===== src/rtl/agu_hash_multi.sv =====
// Address generator for the hash output buffer: linear, lane and (with AGU_HASH_STRIDE_EN) strided modes,
// with per-level loop limits, a saturating pass counter, a wrap strobe and start/busy/done handshaking.
module agu_hash_multi #(
    parameter int ADDR_W  = 11,
    parameter int SUB_W   = 3,
    parameter int PASS_W  = 4,
    parameter int LOOP_L1 = 1343,
    parameter int LOOP_L2 = 975,
    parameter int LOOP_L3 = 639
) (
    input  logic              clk,
    input  logic              rst,
    input  logic              addr_clr,
    input  logic              start,
    input  logic              add_en,
    input  logic [1:0]        mode,
    input  logic [1:0]        level,
    input  logic [ADDR_W-1:0] stride,
    input  logic [PASS_W-1:0] pass_limit,
    output logic [ADDR_W-1:0] addr_output,
    output logic [SUB_W-1:0]  bias,
    output logic [PASS_W-1:0] pass_cnt,
    output logic              wrap,
    output logic              busy,
    output logic              done
);
    logic [ADDR_W-1:0] r_addr;
    logic [SUB_W-1:0]  r_bias;
    logic [PASS_W-1:0] r_pass_cnt;
    logic              r_wrap, r_busy, r_done;

    logic [ADDR_W-1:0] w_limit, w_lin_addr, w_addr_nxt;
    logic [SUB_W-1:0]  w_bias_nxt;
    logic [PASS_W-1:0] w_pass_inc;
    logic              w_lin_wrap, w_wrap, w_finish;

    always_comb begin
        case (level)
            2'b01:   w_limit = ADDR_W'(LOOP_L1);
            2'b10:   w_limit = ADDR_W'(LOOP_L2);
            2'b11:   w_limit = ADDR_W'(LOOP_L3);
            default: w_limit = '0;
        endcase
    end

    // '>=' so an address left above a freshly lowered limit wraps on the next step
    assign w_lin_wrap = (r_addr >= w_limit);
    assign w_lin_addr = w_lin_wrap ? '0 : r_addr + ADDR_W'(1);

`ifdef AGU_HASH_STRIDE_EN
    logic [ADDR_W:0]   w_sum;
    logic [ADDR_W-1:0] w_sub;
    logic              w_str_wrap;
    assign w_sum      = {1'b0, r_addr} + {1'b0, stride};
    assign w_sub      = w_sum[ADDR_W-1:0] - w_limit - ADDR_W'(1);
    assign w_str_wrap = (stride != '0) && (w_sum > {1'b0, w_limit});
`else
    logic w_unused_stride;
    assign w_unused_stride = ^stride;
`endif

    always_comb begin
        w_addr_nxt = r_addr;
        w_bias_nxt = r_bias;
        w_wrap     = 1'b0;
        case (mode)
            2'b00: begin
                w_addr_nxt = w_lin_addr;
                w_wrap     = w_lin_wrap;
            end
            2'b01: begin
                if (r_bias == '1) begin
                    w_bias_nxt = '0;
                    w_addr_nxt = w_lin_addr;
                    w_wrap     = w_lin_wrap;
                end else begin
                    w_bias_nxt = r_bias + SUB_W'(1);
                end
            end
`ifdef AGU_HASH_STRIDE_EN
            2'b10: begin
                if (stride != '0) begin
                    w_addr_nxt = w_str_wrap ? w_sub : w_sum[ADDR_W-1:0];
                    w_wrap     = w_str_wrap;
                end
            end
`endif
            default: ;
        endcase
    end

    assign w_pass_inc = r_pass_cnt + PASS_W'(1);
    assign w_finish   = w_wrap && (pass_limit != '0) && (w_pass_inc == pass_limit);

    always_ff @(posedge clk) begin
        if (rst || addr_clr) begin
            r_addr     <= '0;
            r_bias     <= '0;
            r_pass_cnt <= '0;
            r_wrap     <= 1'b0;
            r_busy     <= 1'b0;
            r_done     <= 1'b0;
        end else if (start) begin
            r_addr     <= '0;
            r_bias     <= '0;
            r_pass_cnt <= '0;
            r_wrap     <= 1'b0;
            r_busy     <= 1'b1;
            r_done     <= 1'b0;
        end else begin
            r_wrap <= 1'b0;
            if (add_en && r_busy) begin
                r_addr <= w_addr_nxt;
                r_bias <= w_bias_nxt;
                r_wrap <= w_wrap;
                if (w_wrap && (r_pass_cnt != '1))
                    r_pass_cnt <= w_pass_inc;
                if (w_finish) begin
                    r_done <= 1'b1;
                    r_busy <= 1'b0;
                end
            end
        end
    end

    assign addr_output = r_addr;
    assign bias        = r_bias;
    assign pass_cnt    = r_pass_cnt;
    assign wrap        = r_wrap;
    assign busy        = r_busy;
    assign done        = r_done;
endmodule


===== config.mk =====
export PLATFORM = sky130hd
export DESIGN_NAME = agu_hash_multi
export DESIGN_NICKNAME = d
export VERILOG_FILES = /design/src/rtl/agu_hash_multi.sv
export SDC_FILE = /design/constraint.sdc
export NUM_CORES = 1
export LEC_CHECK = 0
export ABC_AREA = 1
export ABC_CLOCK_PERIOD_IN_PS = 1800
export CAP_MARGIN = 20
export CORE_AREA = 2 2 63 65
export DETAILED_ROUTE_END_ITERATION = 10
export DIE_AREA = 0 0 65 67
export PLACE_DENSITY = 0.73
export SYNTH_ARGS = -nofsm -noshare
export SYNTH_HDL_FRONTEND = slang
export SYNTH_SLANG_ARGS = --single-unit

===== constraint.sdc =====
create_clock -name clk -period 1.8 [get_ports clk]
set_input_delay 0.27 -clock clk [delete_from_list [all_inputs] [get_ports clk]]
set_output_delay 0.27 -clock clk [all_outputs]
set_load 0.05 [all_outputs]

# Yosys cells after proc, flatten, opt, wreduce, memory -nomap -nowiden
# Index checks and enable logic that the tools add are counted.
[op_classes] addsub=3 n_mul=0 div_mod_pow=0 order_cmp=1 eq_ne=8 shift=0 n_mux=10 bitwise_logic=1 reduce_logical=17
[ops] operator="case mux 11 bit (3 select lines)" n=1
[ops] operator="two-way mux 11 bit" n=2
[ops] operator="case mux 11 bit (2 select lines)" n=1
[ops] operator="adder 11 x 1 -> 11 bit (second input constant)" n=1
[ops] operator="greater-or-equal comparator 11 bit" n=1
[ops] operator="AND reduction 2 bit" n=4
[ops] operator="nonzero test 2 bit" n=3
[ops] operator="adder 4 x 1 -> 4 bit (second input constant)" n=1
[ops] operator="== test 2 x 1 -> 1 bit (second input constant)" n=2
[ops] operator="== test 2 bit (second input constant)" n=2
[ops] operator="== test 4 bit" n=1
[ops] operator="logical AND 1 bit" n=4
[ops] operator="two-way mux 1 bit" n=4
[ops] operator="inequality test 4 bit (second input constant)" n=1
[ops] operator="nonzero test 4 bit" n=1
[ops] operator="adder 3 x 1 -> 3 bit (second input constant)" n=1
[ops] operator="== test 3 bit (second input constant)" n=1
[ops] operator="two-way mux 3 bit" n=1
[ops] operator="AND reduction 3 bit" n=1
[ops] operator="OR reduction 3 bit" n=1
[ops] operator="zero test 2 bit" n=1
[ops] operator="inequality test 2 bit (second input constant)" n=1
[ops] operator="case mux 1 bit (2 select lines)" n=1
[ops] operator="OR reduction 2 bit" n=1
[ops] operator="other kinds (2)" n=2
[totals] regBits=21 latch_bits=0 ramBits=0 rom_bits=0 in_bits=24 output_inout_bits=21 wordCells=46 n_memories=0

# Logic depth before layout (Yosys ltp)
[depth] ltp_word=10 mapped_depth=15 ltp_nobuf=15

# Least setup slack after synthesis
# OpenSTA, ideal clock, no wires.
[synth_path] path_type="reg2reg" startpoint="register r_bias[0], in the netlist bias[0]" endpoint="register r_addr[8], in the netlist addr_output[8]" setup_time_ns=0.113 arrival_ns=1.958 required_ns=1.687 slack_ns=-0.271 stages_incl_launch_ff=12 path_buffers=0 period_less_slack_ns=2.071 cell_sequence="dfxtp_1 ha_1 ha_1 nor2_1 nor2_4 nand3_4 nor2_4 nand3_2 nor2_2 nand3_1 nand2_1 nor2_1"
[synth_via] elab_chain_cells=3
[synth_lines] item="start: declaration" line="28" rtl="logic [SUB_W-1:0] r_bias;"
[synth_lines] item="start signal: assignment" line="114" rtl="r_bias <= w_bias_nxt;"
[synth_lines] item="== test 3 bit" line="72" rtl="if (r_bias == '1) begin"
[synth_lines] item="inequality test 2 bit (no line)"
[synth_lines] item="AND reduction 3 bit (no line)"
[synth_lines] item="end signal: assignment" line="113" rtl="r_addr <= w_addr_nxt;"
[synth_lines] item="end: declaration" line="27" rtl="logic [ADDR_W-1:0] r_addr;"
# No other way between the ends.
# A chain may end at the register's enable or synchronous reset.

# Worst setup path after layout
[layout_path] startpoint="input level[0]" endpoint="register r_addr[2], in the netlist addr_output[2]"
[layout_via] elab_chain_cells=6 elab_cells_between_ends=8 classes_between="1 x order compare; 3 x eq/ne; 4 x mux"
[layout_lines] item="start: declaration" line="17" rtl="input logic [1:0] level,"
[layout_lines] item="== test 2 bit or == test 2 x 1 -> 1 bit (tied branches)" line="38" rtl="case (level)"
[layout_lines] item="case mux 11 bit (3 select lines) (*)" line="38"
[layout_lines] item="greater-or-equal comparator 11 bit (*)" line="47" rtl="assign w_lin_wrap = (r_addr >= w_limit);"
[layout_lines] item="two-way mux 11 bit (*)" line="48" rtl="assign w_lin_addr = w_lin_wrap ? '0 : r_addr + ADDR_W'(1);"
[layout_lines] item="two-way mux 11 bit" line="72"
[layout_lines] item="case mux 11 bit (2 select lines) (*)" line="66" rtl="case (mode)"
# Every way passes the cells marked *; elsewhere a longest branch is shown, timed or not. The select of a mux whose other input is x is not followed.

==> impl_metrics.json <==
{
  "first_pass_iters": 4,
  "fin_ws_ns": -0.0220,
  "path_cells": "buf_8 > clkinvlp_4 > ha_1 > inv_1 > ha_4 > a21oi_1 > o21a_1 > nand4_4 > nand2_4 > nand2_8 > nor3b_2",
  "path_buf_inv": 3,
  "path_max_fanout": 6,
  "die-area_um2": 4360,
  "diodes": 0,
  "max-cap-violations": 0,
  "failed_checks": "negative setup slack",
  "critical_path.endpoint_type": "register",
  "fin_worst_skew_ns": 0.00537,
  "crit_arrival_ns": 2.02,
  "slowest_delay_ns": 0.33,
  "p_leak_nw": 1.03,
  "grt_usage_pct": 18.0,
  "drt-met1-wl_mm": 1.52,
  "wl_mm": 3.67,
  "rsz0062_at_grt": "yes",
  "cts.sink_count": 21,
  "synth_top_area_share_pct": 28.4,
  "slew_violations": 0,
  "postRouteAntennaNets": 0,
  "drive_gt1_share_pct": 35.8,
  "vias_per_cell": 4.69,
  "cts.path.max_buffers": 2,
  "holdPathEnd": "done",
  "syn_inst": 209,
  "worst_pin_slew_ns": 0.622,
  "portBuffers": 33,
  "yosys.area.top_type": "dfxtp_1",
  "cts_root_buffer": "clkbuf_8",
  "required_ns": 2.00,
  "antenna_found_initial": 0,
  "maxSlewHeadroom_pct": 58.4,
  "globalplace.congestion": 0.803,
  "drtIter0Drc": 58,
  "ir_drop_mv": 0.403,
  "cts_hold_buf": 0,
  "num_vias": 1483,
  "hp-class": "reg -> reg",
  "hold_depth": 2,
  "wl_per_cell_um": 11.6,
  "clock_latency_ns": 0.27,
  "path_clk_slew_ns": 0.08,
  "fin_util_pct": 63.7,
  "synth.distinct_cells": 27,
  "fin_crit_sh_pct": 101,
  "wl_met3_um": 177,
  "dieHeight_um": 67,
  "timing.rr.start": "addr_output[10]",
  "crit_family": "simple AND/OR/NAND/NOR gates",
  "grt_max_degree": 12,
  "reg2reg_to": "addr_output[2]",
  "fin_nets": 310,
  "top_layer_used": "met4",
  "min_from": "done",
  "start_util_pct": 41.0,
  "yosys-top-cells-area": "dfxtp_1 (28%), ha_1 (14%), nand2_1 (10%)",
  "crit_slowest_cell": "ha_1",
  "io_pins": 45,
  "ys_seq_elements": 21,
  "die_w_um": 65,
  "cp-startpoint": "level[0]",
  "reg2reg_depth": 7,
  "hold_viol_final": 0,
  "cts_tree": "built",
  "synth-warning-count": 0,
  "routed-wl-met2_mm": 1.94,
  "dp_hpwl_mm": 2.61,
  "setup_viol": 1,
  "seq_area_frac_synth_pct": 28.4,
  "grt_overflow": 0,
  "fin_crit_ns": 1.82,
  "h-tree-depth": 1,
  "synth.avg_cell_area_um2": 7.08,
  "syn_nets": 250,
  "row_count": 22,
  "core_um2": 3610,
  "r2r_setup_slack_ns": 0.11,
  "syn_area_um2": 1480,
  "finalPower_mw": 0.940,
  "cp-start-kind": "input pin",
  "syn2layout_area_growth_pct": 55.2,
  "worstSetupPathType": "in -> reg",
  "drc": 0,
  "p_per_area_nw_per_um2": 409,
  "max_freq_mhz": 549,
  "grt_pass1_vias": 1369,
  "numCtsBuffers": 3,
  "status": "finished with violations",
  "grt_pass1_wl_mm": 6.09
}
==> layer usage <==
metal	track usage, %	up-vias
li1	-	780
met1	20.8	668
met2	33.0	30
met3	3.89	5
met4	5.59	0
met5	0	-
==> registers in the layout, indices dropped and copies added, names as in the netlist <==
signal and flops:
bias 3, wrap 1, done 1, busy 1, pass_cnt 4, addr_output 11
==> worst max-delay path by stage <==
| stage | to | slack [ns] | depth (start not counted) |
|---|---|---|---|
| floorplan | addr_output[2] | -0.08 | 15 |
| global placement | addr_output[6] | -0.70 | 14 |
| detailed placement | addr_output[6] | -0.79 | 14 |
| CTS | addr_output[2] | -0.008 | 11 |
| global route | busy | -0.12 | 16 |
| finish | addr_output[2] | -0.02 | 11 |
==> logic make-up after synthesis <==
group,after synthesis,share of synthesized area (%)
flops,21,28.4
xor+xnor,8,4.74
compound gates,17,5.92
simple gates,112,37.4
buf+inv,34,9.14
fa+ha+maj,17,14.4
==> cell type report <==
class / count / area, µm²
clock buffers: 4 / 45.0
fillers: 317 / 1310
inverters: 33 / 130
multi-input cells: 155 / 1160
flip-flops and latches: 21 / 433
well taps: 48 / 60.1
repair buffers: 55 / 467
==> worst min-delay path, stage by stage (launching register included) <==
cell and delay [ns]:
dfxtp_1 0.31, inv_1 0.05, a21oi_1 0.05
==> cell usage in the layout, fill, tap and decap left out, types with 5 or more instances in the layout <==
master,synthesis,routed
xor2_1,7,7
ha_4,0,10
inv_1,32,29
clkdlybuf4s50_1,0,16
buf_4,0,35
nor2_1,39,32
o21ai_0,6,5
nand3_1,11,11
dfxtp_1,21,13
ha_1,17,6
nor2_2,1,6
nand2_1,41,35
dfxtp_2,0,7
a21oi_1,9,8
==> timing repair <==
item                                    in CTS  in global routing
gates resized for setup                     31                 19
pin swaps                                   14                 11
hold endpoints to repair                     0                  0
gates cloned                                 1                  0
endpoints found under the setup margin      18                 18
setup buffers                                2                  5
==> cell usage after synthesis <==
library cell	number
nand2_1	41
nor2_1	39
inv_1	32
dfxtp_1	21
ha_1	17
nand3_1	11
a21oi_1	9
xor2_1	7
o21ai_0	6
nand3_2	4
nand4_1	3
nand2_2	2
nor2_4	2
nor3_2	2
buf_6	1
inv_2	1
nand3_4	1
nand3b_1	1
nand4_4	1
nor2_2	1
nor3_1	1
nor3b_1	1
nor3b_2	1
o21a_1	1
o21ai_1	1
or2_2	1
xnor2_1	1
==> per-stage QoR <==
step	setup WS (ns)	hold slack [ns]	std cells	setup TNS, ns	instance area [µm²]
floorplan	-0.0752	0.387	209	-0.678	1530
global placement	-0.695	0.437	304	-11.72	1990
detailed placement	-0.794	0.449	304	-12.84	1990
CTS	-0.00835	0.458	311	-0.0103	2160
global route	-0.115	0.474	316	-0.887	2300
finish	-0.0220	0.456	316	-0.0220	2300
==> where the power goes <==
part           switching, mW  total, mW  internal (mW)
registers            0.00163      0.465          0.464
logic                 0.0795      0.156         0.0761
clock network          0.161      0.319          0.158
total                  0.242      0.940          0.698
(Power assumes the default switching activity.)
